--- src/rtl/fp_accumulate_pkg.sv ---
// Shared FP32 constants, field layout and accumulator FSM encoding for the
// streaming accumulator.
package fp_pkg;

  localparam int          FP_EXP_W = 8;
  localparam int          FP_MAN_W = 23;
  localparam int          FP_BIAS  = 127;
  localparam logic [31:0] FP_QNAN  = 32'h7FC0_0000;
  localparam logic [31:0] FP_PINF  = 32'h7F80_0000;
  localparam logic [31:0] FP_NINF  = 32'hFF80_0000;

  typedef struct packed {
    logic                sign;
    logic [FP_EXP_W-1:0] exp;
    logic [FP_MAN_W-1:0] man;
  } fp32_t;

  typedef enum logic [2:0] {
    ACC_IDLE  = 3'd0,
    ACC_ALIGN = 3'd1,
    ACC_ADD   = 3'd2,
    ACC_NORM  = 3'd3,
    ACC_OUT   = 3'd4
  } acc_state_t;

endpackage

--- src/rtl/fp_accumulate_if.sv ---
// Addend input stream and packet-sum output stream of the accumulator.
interface fp_accumulate_if;
  logic [31:0] in_data;
  logic        in_valid;
  logic        in_ready;
  logic        in_last;
  logic [31:0] out_data;
  logic        out_valid;
  logic        out_ready;

  modport master (
    output in_data, in_valid, in_last, out_ready,
    input  in_ready, out_data, out_valid
  );

  modport slave (
    input  in_data, in_valid, in_last, out_ready,
    output in_ready, out_data, out_valid
  );
endinterface

--- src/rtl/fp_accumulate_norm_round.sv ---
// Normalises a 28-bit sum (carry, hidden, 23 fraction, guard/round/sticky),
// rounds to nearest-even and clamps to +0 / +-inf on under/overflow.
module fp32_norm_round
  import fp_pkg::*;
(
  input  logic        sign_i,
  input  logic [7:0]  exp_i,
  input  logic [27:0] sig_i,
  output logic [31:0] result_o
);

  logic [4:0]  lz;
  logic [26:0] m;
  logic [9:0]  e;
  logic        round_up;
  logic [24:0] mant;
  logic [23:0] mant_n;
  fp32_t       res;

  always_comb begin
    lz = 5'd0;
    for (int i = 0; i < 27; i++) begin
      if (sig_i[i]) lz = 5'(26 - i);
    end

    if (sig_i[27]) begin
      m = {sig_i[27:2], sig_i[1] | sig_i[0]};
      e = {2'b00, exp_i} + 10'd1;
    end else begin
      m = sig_i[26:0] << lz;
      e = {2'b00, exp_i} - {5'b00000, lz};
    end

    round_up = m[2] & (m[1] | m[0] | m[3]);
    mant     = {1'b0, m[26:3]} + {24'd0, round_up};
    // A rounding carry leaves 1.000..0, so only the exponent moves.
    if (mant[24]) begin
      mant_n = mant[24:1];
      e      = e + 10'd1;
    end else begin
      mant_n = mant[23:0];
    end

    res.sign = sign_i;
    res.exp  = e[7:0];
    res.man  = mant_n[22:0];

    if (sig_i == 28'd0 || e[9] || e == 10'd0) begin
      result_o = 32'h0000_0000;
    end else if (e >= 10'd255) begin
      result_o = sign_i ? FP_NINF : FP_PINF;
    end else begin
      result_o = res;
    end
  end

endmodule

--- src/rtl/fp_accumulate.sv ---
// Packet-wise FP32 accumulator: one shared align/add/normalise datapath
// stepped by a small FSM, one sum emitted per in_last-terminated packet.
//
// state | meaning
// IDLE  | ready for an addend; latch it and its last flag
// ALIGN | unpack, flush, resolve specials, swap, align smaller operand
// ADD   | add or subtract aligned significands
// NORM  | normalise, round, write acc; go to OUT on last
// OUT   | present acc until out_ready, then clear acc
module fp_accumulate
  import fp_pkg::*;
(
  input  logic            aclk,
  input  logic            aresetn,
  fp_accumulate_if.slave  s_if,
  output logic            busy
);

  localparam logic [2:0] S_IDLE  = ACC_IDLE;
  localparam logic [2:0] S_ALIGN = ACC_ALIGN;
  localparam logic [2:0] S_ADD   = ACC_ADD;
  localparam logic [2:0] S_NORM  = ACC_NORM;
  localparam logic [2:0] S_OUT   = ACC_OUT;

  logic [2:0]  state_q, state_d;
  logic [31:0] acc_q, acc_d;
  logic [31:0] add_q, add_d;
  logic        last_q, last_d;
  logic [26:0] sig_a_q, sig_a_d;
  logic [26:0] sig_b_q, sig_b_d;
  logic [7:0]  exp_a_q, exp_a_d;
  logic        sign_a_q, sign_a_d;
  logic        eff_sub_q, eff_sub_d;
  logic        special_q, special_d;
  logic [31:0] special_val_q, special_val_d;
  logic [27:0] sum_q, sum_d;

  fp32_t       ua, ub, fa, fb;
  logic        swap;
  logic [7:0]  exp_diff;
  logic [26:0] sig_a_full, sig_b_full, sig_b_shift, shift_mask, sig_b_align;
  logic        nan_a, nan_b, inf_a, inf_b, zero_a, zero_b;
  logic        spec_hit;
  logic [31:0] spec_val;
  logic [31:0] norm_res;

  always_comb begin
    ua = fp32_t'(acc_q);
    ub = fp32_t'(add_q);
    // Subnormals flush to +0; signed zeros are kept for the -0 + -0 case.
    if (ua.exp == 8'h00 && ua.man != 23'd0) ua = '0;
    if (ub.exp == 8'h00 && ub.man != 23'd0) ub = '0;

    swap = {ub.exp, ub.man} > {ua.exp, ua.man};
    fa   = swap ? ub : ua;
    fb   = swap ? ua : ub;

    exp_diff   = fa.exp - fb.exp;
    sig_a_full = {fa.exp != 8'h00, fa.man, 3'b000};
    sig_b_full = {fb.exp != 8'h00, fb.man, 3'b000};
    if (exp_diff >= 8'd27) begin
      sig_b_shift = 27'd0;
      shift_mask  = '1;
    end else begin
      sig_b_shift = sig_b_full >> exp_diff;
      shift_mask  = (27'd1 << exp_diff) - 27'd1;
    end
    sig_b_align = {sig_b_shift[26:1], sig_b_shift[0] | (|(sig_b_full & shift_mask))};

    nan_a  = (ua.exp == 8'hFF) && (ua.man != 23'd0);
    nan_b  = (ub.exp == 8'hFF) && (ub.man != 23'd0);
    inf_a  = (ua.exp == 8'hFF) && (ua.man == 23'd0);
    inf_b  = (ub.exp == 8'hFF) && (ub.man == 23'd0);
    zero_a = (ua.exp == 8'h00) && (ua.man == 23'd0);
    zero_b = (ub.exp == 8'h00) && (ub.man == 23'd0);

    spec_hit = 1'b1;
    spec_val = FP_QNAN;
    if (nan_a || nan_b) begin
      spec_val = FP_QNAN;
    end else if (inf_a && inf_b && (ua.sign != ub.sign)) begin
      spec_val = FP_QNAN;
    end else if (inf_a) begin
      spec_val = ua;
    end else if (inf_b) begin
      spec_val = ub;
    end else if (zero_a && zero_b && ua.sign && ub.sign) begin
      spec_val = 32'h8000_0000;
    end else begin
      spec_hit = 1'b0;
    end
  end

  fp32_norm_round u_norm_round (
    .sign_i   (sign_a_q),
    .exp_i    (exp_a_q),
    .sig_i    (sum_q),
    .result_o (norm_res)
  );

  always_comb begin
    state_d       = state_q;
    acc_d         = acc_q;
    add_d         = add_q;
    last_d        = last_q;
    sig_a_d       = sig_a_q;
    sig_b_d       = sig_b_q;
    exp_a_d       = exp_a_q;
    sign_a_d      = sign_a_q;
    eff_sub_d     = eff_sub_q;
    special_d     = special_q;
    special_val_d = special_val_q;
    sum_d         = sum_q;

    case (state_q)
      S_IDLE: begin
        if (s_if.in_valid) begin
          add_d   = s_if.in_data;
          last_d  = s_if.in_last;
          state_d = S_ALIGN;
        end
      end
      S_ALIGN: begin
        sig_a_d       = sig_a_full;
        sig_b_d       = sig_b_align;
        exp_a_d       = fa.exp;
        sign_a_d      = fa.sign;
        eff_sub_d     = fa.sign ^ fb.sign;
        special_d     = spec_hit;
        special_val_d = spec_val;
        state_d       = S_ADD;
      end
      S_ADD: begin
        sum_d   = eff_sub_q ? ({1'b0, sig_a_q} - {1'b0, sig_b_q})
                            : ({1'b0, sig_a_q} + {1'b0, sig_b_q});
        state_d = S_NORM;
      end
      S_NORM: begin
        acc_d   = special_q ? special_val_q : norm_res;
        state_d = last_q ? S_OUT : S_IDLE;
      end
      S_OUT: begin
        if (s_if.out_ready) begin
          acc_d   = 32'h0000_0000;
          state_d = S_IDLE;
        end
      end
      default: state_d = S_IDLE;
    endcase
  end

  always_ff @(posedge aclk) begin
    if (!aresetn) begin
      state_q       <= S_IDLE;
      acc_q         <= 32'h0000_0000;
      add_q         <= 32'h0000_0000;
      last_q        <= 1'b0;
      sig_a_q       <= 27'd0;
      sig_b_q       <= 27'd0;
      exp_a_q       <= 8'd0;
      sign_a_q      <= 1'b0;
      eff_sub_q     <= 1'b0;
      special_q     <= 1'b0;
      special_val_q <= 32'h0000_0000;
      sum_q         <= 28'd0;
    end else begin
      state_q       <= state_d;
      acc_q         <= acc_d;
      add_q         <= add_d;
      last_q        <= last_d;
      sig_a_q       <= sig_a_d;
      sig_b_q       <= sig_b_d;
      exp_a_q       <= exp_a_d;
      sign_a_q      <= sign_a_d;
      eff_sub_q     <= eff_sub_d;
      special_q     <= special_d;
      special_val_q <= special_val_d;
      sum_q         <= sum_d;
    end
  end

  assign s_if.in_ready  = (state_q == S_IDLE);
  assign s_if.out_valid = (state_q == S_OUT);
  assign s_if.out_data  = acc_q;
  assign busy           = (state_q != S_IDLE);

endmodule

--- src/flat_wrapper.sv ---
// flat-port wrapper written by rule: the top's interface ports become plain ports
module fp_accumulate_flat import fp_pkg::*;
  (aclk, aresetn, busy, s_if_in_data, s_if_in_valid, s_if_in_last, s_if_out_ready, s_if_in_ready, s_if_out_data, s_if_out_valid);
  fp_accumulate_if s_if_i ();
  input  logic aclk;
  input  logic aresetn;
  output logic busy;
  input wire logic [$bits(s_if_i.in_data)-1:0] s_if_in_data;
  input wire logic [$bits(s_if_i.in_valid)-1:0] s_if_in_valid;
  input wire logic [$bits(s_if_i.in_last)-1:0] s_if_in_last;
  input wire logic [$bits(s_if_i.out_ready)-1:0] s_if_out_ready;
  output wire logic [$bits(s_if_i.in_ready)-1:0] s_if_in_ready;
  output wire logic [$bits(s_if_i.out_data)-1:0] s_if_out_data;
  output wire logic [$bits(s_if_i.out_valid)-1:0] s_if_out_valid;
  assign s_if_i.in_data = s_if_in_data;
  assign s_if_i.in_valid = s_if_in_valid;
  assign s_if_i.in_last = s_if_in_last;
  assign s_if_i.out_ready = s_if_out_ready;
  assign s_if_in_ready = s_if_i.in_ready;
  assign s_if_out_data = s_if_i.out_data;
  assign s_if_out_valid = s_if_i.out_valid;
  fp_accumulate u_core (.aclk(aclk), .aresetn(aresetn), .s_if(s_if_i), .busy(busy));
endmodule
--- config.mk ---
export PLATFORM = sky130hd
export DESIGN_NAME = fp_accumulate_flat
export DESIGN_NICKNAME = d
export VERILOG_FILES = /design/src/rtl/fp_accumulate_pkg.sv /design/src/rtl/fp_accumulate_if.sv /design/src/rtl/fp_accumulate_norm_round.sv /design/src/rtl/fp_accumulate.sv /design/src/flat_wrapper.sv
export SDC_FILE = /design/constraint.sdc
export NUM_CORES = 1
export LEC_CHECK = 0
export ABC_AREA = 1
export BUFFER_PORTS_ARGS = -buffer_cell sky130_fd_sc_hd__buf_4
export CAP_MARGIN = 40
export CORE_MARGIN = 2
export CORE_UTILIZATION = 64
export DETAILED_ROUTE_END_ITERATION = 16
export PLACE_DENSITY = 0.81
export SLEW_MARGIN = 20
export SYNTH_ARGS = -nofsm -noshare
export SYNTH_HDL_FRONTEND = slang
export SYNTH_HIERARCHICAL = 1
export SYNTH_SLANG_ARGS = --single-unit
export TNS_END_PERCENT = 20
--- constraint.sdc ---
create_clock -name aclk -period 7 [get_ports aclk]
set_input_delay 1.4 -clock aclk [delete_from_list [all_inputs] [get_ports aclk]]
set_output_delay 1.4 -clock aclk [all_outputs]
set_load 0.01 [all_outputs]
* Word level (Yosys, flattened, before mapping)
Cells that the tools add are included.
Word-level totals: register bits 190, bits of input ports 37
Operators by class: add/sub/neg operators 8, mux-type cells 58, order comparisons 3, shift operators 3, bitwise operators 7, reduce and logical (&&, ||, !) cells 37, eq/ne operators 9
Operators with widths (number):
- 2-to-1 mux 32 bit | 14
- 2-to-1 mux 5 bit | 27
- nonzero test 23 bit | 4
- 2-to-1 mux 27 bit | 3
- one-hot mux 32 bit (2 select lines) | 1
- zero test 23 bit | 2
- zero test 8 bit | 4
- > comparator 31 bit | 1
- adder 27 x 27 -> 28 bit | 1
- zero test 28 bit | 1
- 2-to-1 mux 28 bit | 1
- subtractor 27 x 27 -> 28 bit | 1
- bitwise AND 27 bit | 1
- OR reduction 27 bit | 1
- << shifter 1 x 8 -> 27 bit, first input constant | 1
- << shifter 27 x 5 -> 27 bit | 1
- >> shifter 27 x 8 -> 27 bit | 1
- subtractor 27 x 1 -> 27 bit, second input constant | 1
- adder 24 x 1 -> 25 bit | 1
- 2-to-1 mux 23 bit | 1
- 2-to-1 mux 10 bit | 2
- == test 8 bit, second input constant | 2
- nonzero test 8 bit | 2
- one-hot mux 3 bit (5 select lines) | 1
- 23 further kinds | 50

* Depth between registers and ports, before layout
word-level depth 39, gate-level depth with buffers 53, gate-level depth less buffers 52

* Cells and area by module
Netlist, hierarchy kept.
By module, submodules not included:
- fp_accumulate | cells each 2167, area each 13634.3 µm², instances 1
- fp32_norm_round | cells each 851, area each 4067.7 µm², instances 1

* Least setup slack after synthesis
OpenSTA, ideal clock, no wires.
kind register to register, start point register u_core.sum_q[2], end point register u_core.acc_q[22], in the netlist u_core/s_if.out_data[22], required time 6.930 ns, arrival time 4.883 ns, period minus slack after synthesis 4.953 ns, slack 2.047 ns, cell stages (with the launch flop) 50, buffers on the path 2, cell sequence dfxtp_1 > inv_2 > nand2_1 > nand2_1 > nand2_1 > nand2_1 > nand2_1 > nand2_1 > nand2_1 > nand2_1 > nand2_1 > nand2_1 > nand2_1 > nand2_1 > nand2_1 > nand2_1 > nand2_1 > nand2_1 > [14 not listed] > nor3_1 > nand2_1 > or3_1 > nor2_1 > xor2_1 > nand4_1 > nand2_1 > clkinv_1 > nand2_1 > nor2_1 > nand3_2 > nand2_2 > buf_4 > nor2_1 > nand2_1 > nand2_1 > nand2_1 > a21oi_1
Between the ends: word-level cells in the longest chain between the ends 37
RTL lines:
- from (decl) | line fp_accumulate.sv:36 | logic [27:0] sum_q, sum_d;
- from (signal assigned) | line fp_accumulate.sv:178 | sum_q <= sum_d;
- 2-to-1 mux 5 bit (25 in a row) | line fp_accumulate_norm_round.sv:23 | if (sig_i[i]) lz = 5'(26 - i);
- << shifter 27 x 5 -> 27 bit | line fp_accumulate_norm_round.sv:30 | m = sig_i[26:0] << lz;
- 2-to-1 mux 27 bit | line fp_accumulate_norm_round.sv:26 | if (sig_i[27]) begin
- OR 1 bit (2 in a row) | line fp_accumulate_norm_round.sv:34 | round_up = m[2] & (m[1] | m[0] | m[3]);
- bitwise AND 1 bit | line fp_accumulate_norm_round.sv:34
- adder 24 x 1 -> 25 bit | line fp_accumulate_norm_round.sv:35 | mant = {1'b0, m[26:3]} + {24'd0, round_up};
- 2-to-1 mux 10 bit | line fp_accumulate_norm_round.sv:37 | if (mant[24]) begin
- greater-or-equal comparator 10 x 8 -> 1 bit, or another cell as far along | line fp_accumulate_norm_round.sv:50 | end else if (e >= 10'd255) begin
- 2-to-1 mux 32 bit / logical OR 1 bit (equally long branches) | line fp_accumulate_norm_round.sv:50, fp_accumulate_norm_round.sv:48
- 2-to-1 mux 32 bit * | line fp_accumulate_norm_round.sv:48 | if (sig_i == 28'd0 || e[9] || e == 10'd0) begin
- via u_core.norm_res[22] | line fp_accumulate.sv:45 | logic [31:0] norm_res;
- 2-to-1 mux 32 bit * | line fp_accumulate.sv:139 | acc_d = special_q ? special_val_q : norm_res;
- one-hot mux 32 bit (2 select lines) * | line fp_accumulate.sv:115 | case (state_q)
- to (signal assigned) | line fp_accumulate.sv:155 | acc_q <= 32'h0000_0000;
- to (signal assigned) | line fp_accumulate.sv:168 | acc_q <= acc_d;
- to (decl) | line fp_accumulate.sv:26 | logic [31:0] acc_q, acc_d;
The timed path passes the listed nets; every way through them passes the cells marked *. A chain may end at the register's enable or synchronous reset.

* Final worst setup path
start point register u_core.acc_q[2], in the netlist u_core/s_if.out_data[2], end point register u_core.sig_b_q[15]
Between the ends: word-level cells in the longest chain between the ends 8
RTL lines:
- nonzero test 23 bit | line fp_accumulate.sv:51 | if (ua.exp == 8'h00 && ua.man != 23'd0) ua = '0;
- logical AND 1 bit | line fp_accumulate.sv:51
- 2-to-1 mux 32 bit * | line fp_accumulate.sv:51
- > comparator 31 bit | line fp_accumulate.sv:54 | swap = {ub.exp, ub.man} > {ua.exp, ua.man};
- 2-to-1 mux 32 bit (on tied branches) | line fp_accumulate.sv:55, fp_accumulate.sv:56
- subtractor 8 bit / nonzero test 8 bit (equally long branches) | line fp_accumulate.sv:58, fp_accumulate.sv:60
- >> shifter 27 x 8 -> 27 bit / greater-or-equal comparator 8 x 5 -> 1 bit (equally long branches) | line fp_accumulate.sv:65, fp_accumulate.sv:61
- 2-to-1 mux 27 bit * | line fp_accumulate.sv:61 | if (exp_diff >= 8'd27) begin
- to (signal assigned) | line fp_accumulate.sv:172 | sig_b_q <= sig_b_d;
- to (decl) | line fp_accumulate.sv:30 | logic [26:0] sig_b_q, sig_b_d;
Mark *: on every way between the ends. The rest lies on a longest branch, timed or not.

==> impl_metrics.py <==
metrics = {
    "timing": {
        "hold_viol_final": 0,
        "fin_crit_ns": 6.58,
        "worst_slew_margin_rel": 0.435,
        "slew_violations": 0,
        "skew_ns": 0.0190,
        "fmax_ghz": 0.152,
        "period_share": 0.940,
        "setup_viol": 0,
        "worstMarginPinSlew_ns": 0.839,
    },
    "setup_path": {
        "crit_required_ns": 7.36,
        "end_kind": "register",
        "cpMostUsedCell": "nand2_1",
        "cp-start-kind": "register",
        "worstPathArrival_ns": 6.94,
        "slowest_stage": "inv_2",
        "crit_type": "reg -> reg",
        "slowest_delay_ns": 0.56,
        "cp_max_fo": 37,
    },
    "grt": {
        "use_met2": 0.642,
        "grt_pass1_vias": 18761,
        "grt_max_degree": 81,
        "antenna_found_initial": 4,
        "overflow": 0,
        "gr-usage-all-layers": 0.430,
        "grt_pass1_wl_microns": 98400,
        "gr-usage-met1": 0.571,
        "busiest_layer": "met2",
        "grt_util_met3": 0.104,
    },
    "synthesis": {
        "synth_ff_type": "dfxtp_1",
        "ys_async_sr_fraction": 0,
        "ys.warnings.count": 6,
        "syn_avg_cell_area_sq_um": 5.87,
        "synth_cell_types": 65,
        "ys_seq_area_frac": 0.215,
        "synth_seq_cells": 190,
        "syn_area_sq_um": 17700,
        "synth_top_area_frac": 0.215,
        "synth.net_count": 3146,
        "synth_edf_count": 0,
        "synth_cells": 3018,
        "synth_top_area_cell": "dfxtp_1",
        "synth_area_leaders": "dfxtp_1, nand2_1, nand3_1, inv_1, a21oi_1",
    },
    "layout": {
        "antenna-diode-count": 0,
        "fin_area_sq_um": 18900,
        "drive_above_1_share": 0.0826,
        "areaGrowthSynthToFinish_pct": 6.96,
        "nNetsFinal": 3116,
    },
    "clock_network": {
        "cts_buffer_depth": 2,
        "clk_pin_slew_ns": 0.08,
        "cts_buffers": 17,
        "cts_root_buf": "clkbuf_16",
        "cts_sinks": 190,
        "h-tree-depth": 4,
        "hold_buffers": 0,
        "post_cts_buffers": 0,
        "clk_latency_ns": 0.46,
        "cts_tree": "built",
        "cts_resized": 0,
    },
    "die": {
        "io_pins": 72,
        "die_area_sq_um": 29000,
        "dieWidth_microns": 170,
        "core_region_area_sq_um": 27000,
        "initial_core_util": 0.655,
        "rows": 60,
        "die-height_microns": 170,
    },
    "job": {
        "max-cap-violations": 0,
    },
    "route": {
        "drt-initial-drc-count": 3248,
        "routed_via_density": 6.25,
        "drc": 0,
        "totalWireLength_microns": 62700,
        "first_pass_iters": 7,
        "wl_per_cell_microns": 18.8,
        "vias": 20879,
        "ant_nets": 0,
    },
    "run_status": {
        "status": "finished, final reports clean",
    },
    "power": {
        "power_density_nw_per_um2": 460,
        "intPower_mw": 3.56,
        "ir_drop_mv": 0.301,
        "power_leakage_nw": 9.22,
        "seq_power_share": 0.153,
        "power_frac_comb": 0.727,
        "p_clk_frac": 0.120,
        "p_sw_frac": 0.591,
        "p_sw_mw": 5.14,
        "finalPower_mw": 8.70,
    },
    "placement": {
        "postPlaceCellArea_sq_um": 18300,
        "gp_congestion": 1.08,
        "dp_hpwl_microns": 47600,
        "port_buffers": 71,
    },
    "min_path": {
        "hold_class": "reg -> reg",
    },
}
-- kinds of logic (layout without fill, tap and decap cells) --
logic type                 Yosys count  after routing  share of synthesized area
and+or+nand+nor                   1624           1624                      0.407
DFF                                190            190                      0.215
buffers and inverters              525            508                      0.119
adders and majority gates           91             91                     0.0652
muxes                                5              5                    0.00283
xor gates and xnor gates            36             36                     0.0193
AOI/OAI and AO/OA                  547            547                      0.173
-- flip-flops by register name (all words and copies together), names as in the netlist, 3 cells and up --
signal,count
u_core/state_q,3
u_core/s_if.out_data,32
u_core/sig_b_q,27
u_core/sig_a_q,24
u_core/add_q,32
u_core/sum_q,28
u_core/special_val_q,32
u_core/exp_a_q,8
-- area by class of cell --
cell class	instances	area, sq um
timing repair buffer	106	835
fill	2357	8090
multi-input combinational	2303	11800
clock buffer	17	425
clock inverter	15	218
sequential	190	3800
tap	341	427
inverter	370	1390
-- Yosys cell counts (4+ instances only) --
| cell type | n |
|---|---|
| inv_2 | 25 |
| nand3_2 | 14 |
| nand2_2 | 16 |
| nor2_1 | 269 |
| a211oi_1 | 4 |
| clkinv_1 | 8 |
| buf_4 | 12 |
| a21boi_0 | 6 |
| o2111ai_1 | 4 |
| nor2_4 | 10 |
| nand4_1 | 74 |
| o21ai_1 | 21 |
| o22ai_1 | 7 |
| buf_2 | 13 |
| a31oi_1 | 9 |
| buf_1 | 13 |
| ha_1 | 89 |
| nor3_1 | 33 |
| nor2_2 | 11 |
| nand2_4 | 5 |
| nand2_1 | 818 |
| nor4_1 | 18 |
| o211ai_1 | 18 |
| a21oi_1 | 251 |
| dfxtp_1 | 190 |
| clkbuf_1 | 108 |
| nand3_1 | 332 |
| xor2_1 | 27 |
| or2_2 | 4 |
| o21bai_1 | 16 |
| mux2i_1 | 5 |
| o221ai_1 | 15 |
| a21o_1 | 4 |
| o21a_1 | 8 |
| o21ai_0 | 159 |
| inv_1 | 336 |
| buf_6 | 9 |
| xnor2_1 | 7 |
| o31ai_1 | 6 |
| o21ai_2 | 5 |
-- critical path, delay by kind of cell, from the launching register on --
family          cells  cell delay (ns)
compound gates      3             0.43
xor+xnor            1             0.23
fa+ha+maj           1             0.32
buf+inv             6             1.55
flops               1             0.35
simple gates       21             3.60
-- per-layer routing --
metal	up-vias	wire length [microns]
li1	9855	-
met1	9398	25300
met2	1364	26100
met3	256	7770
met4	6	3460
met5	-	41
-- power groups by stage --
stage	Combinational (mW)	Clock [mW]	Sequential [mW]
final	6.33	1.05	1.33
after global routing	6.94	1.10	1.34
after CTS	6.06	1.05	1.32
after detailed placement	6.01	0	1.34
after global placement	5.91	0	1.34
after floorplan	4.71	0	1.29
-- placed cells by master (no fill, tap or decap), types with 13 or more instances in the layout --
cell	instances
a21oi_1	251
buf_4	99
clkbuf_16	17
dfxtp_1	190
ha_1	89
inv_1	335
inv_2	25
nand2_1	817
nand2_2	17
nand3_1	332
nand3_2	13
nand4_1	74
nor2_1	269
nor3_1	30
nor4_1	18
o211ai_1	18
o21ai_0	159
o21ai_1	21
o21bai_1	16
o221ai_1	15
xor2_1	27
-- per-stage QoR --
step	TNS, ns	hold slack, ns	utilization	setup slack, ns	std cells
2_1_floorplan	0	0.419	-	2.05	3018
3_5_place_dp	0	0.428	0.676	0.419	3310
6_report	0	0.442	0.701	0.420	3342
3_3_place_gp	0	0.426	0.673	0.514	3304
4_1_cts	0	0.443	0.700	0.411	3342
5_1_grt	-0.000797	0.458	0.701	-0.000797	3342
-- final timing paths --
path | slack (ns) | endpoint | from | cells after the start
setup / recovery | 0.42 | u_core/sig_b_q[15] | u_core/s_if.out_data[2] | 32
setup reg to reg | 0.42 | u_core/sig_b_q[15] | u_core/s_if.out_data[2] | 32
hold / removal | 0.44 | u_core/special_val_q[9] | u_core/special_val_q[9] | 2
hold reg to reg | 0.44 | u_core/special_val_q[9] | u_core/special_val_q[9] | 2
Note: power is estimated with default switching activity, not from simulation.
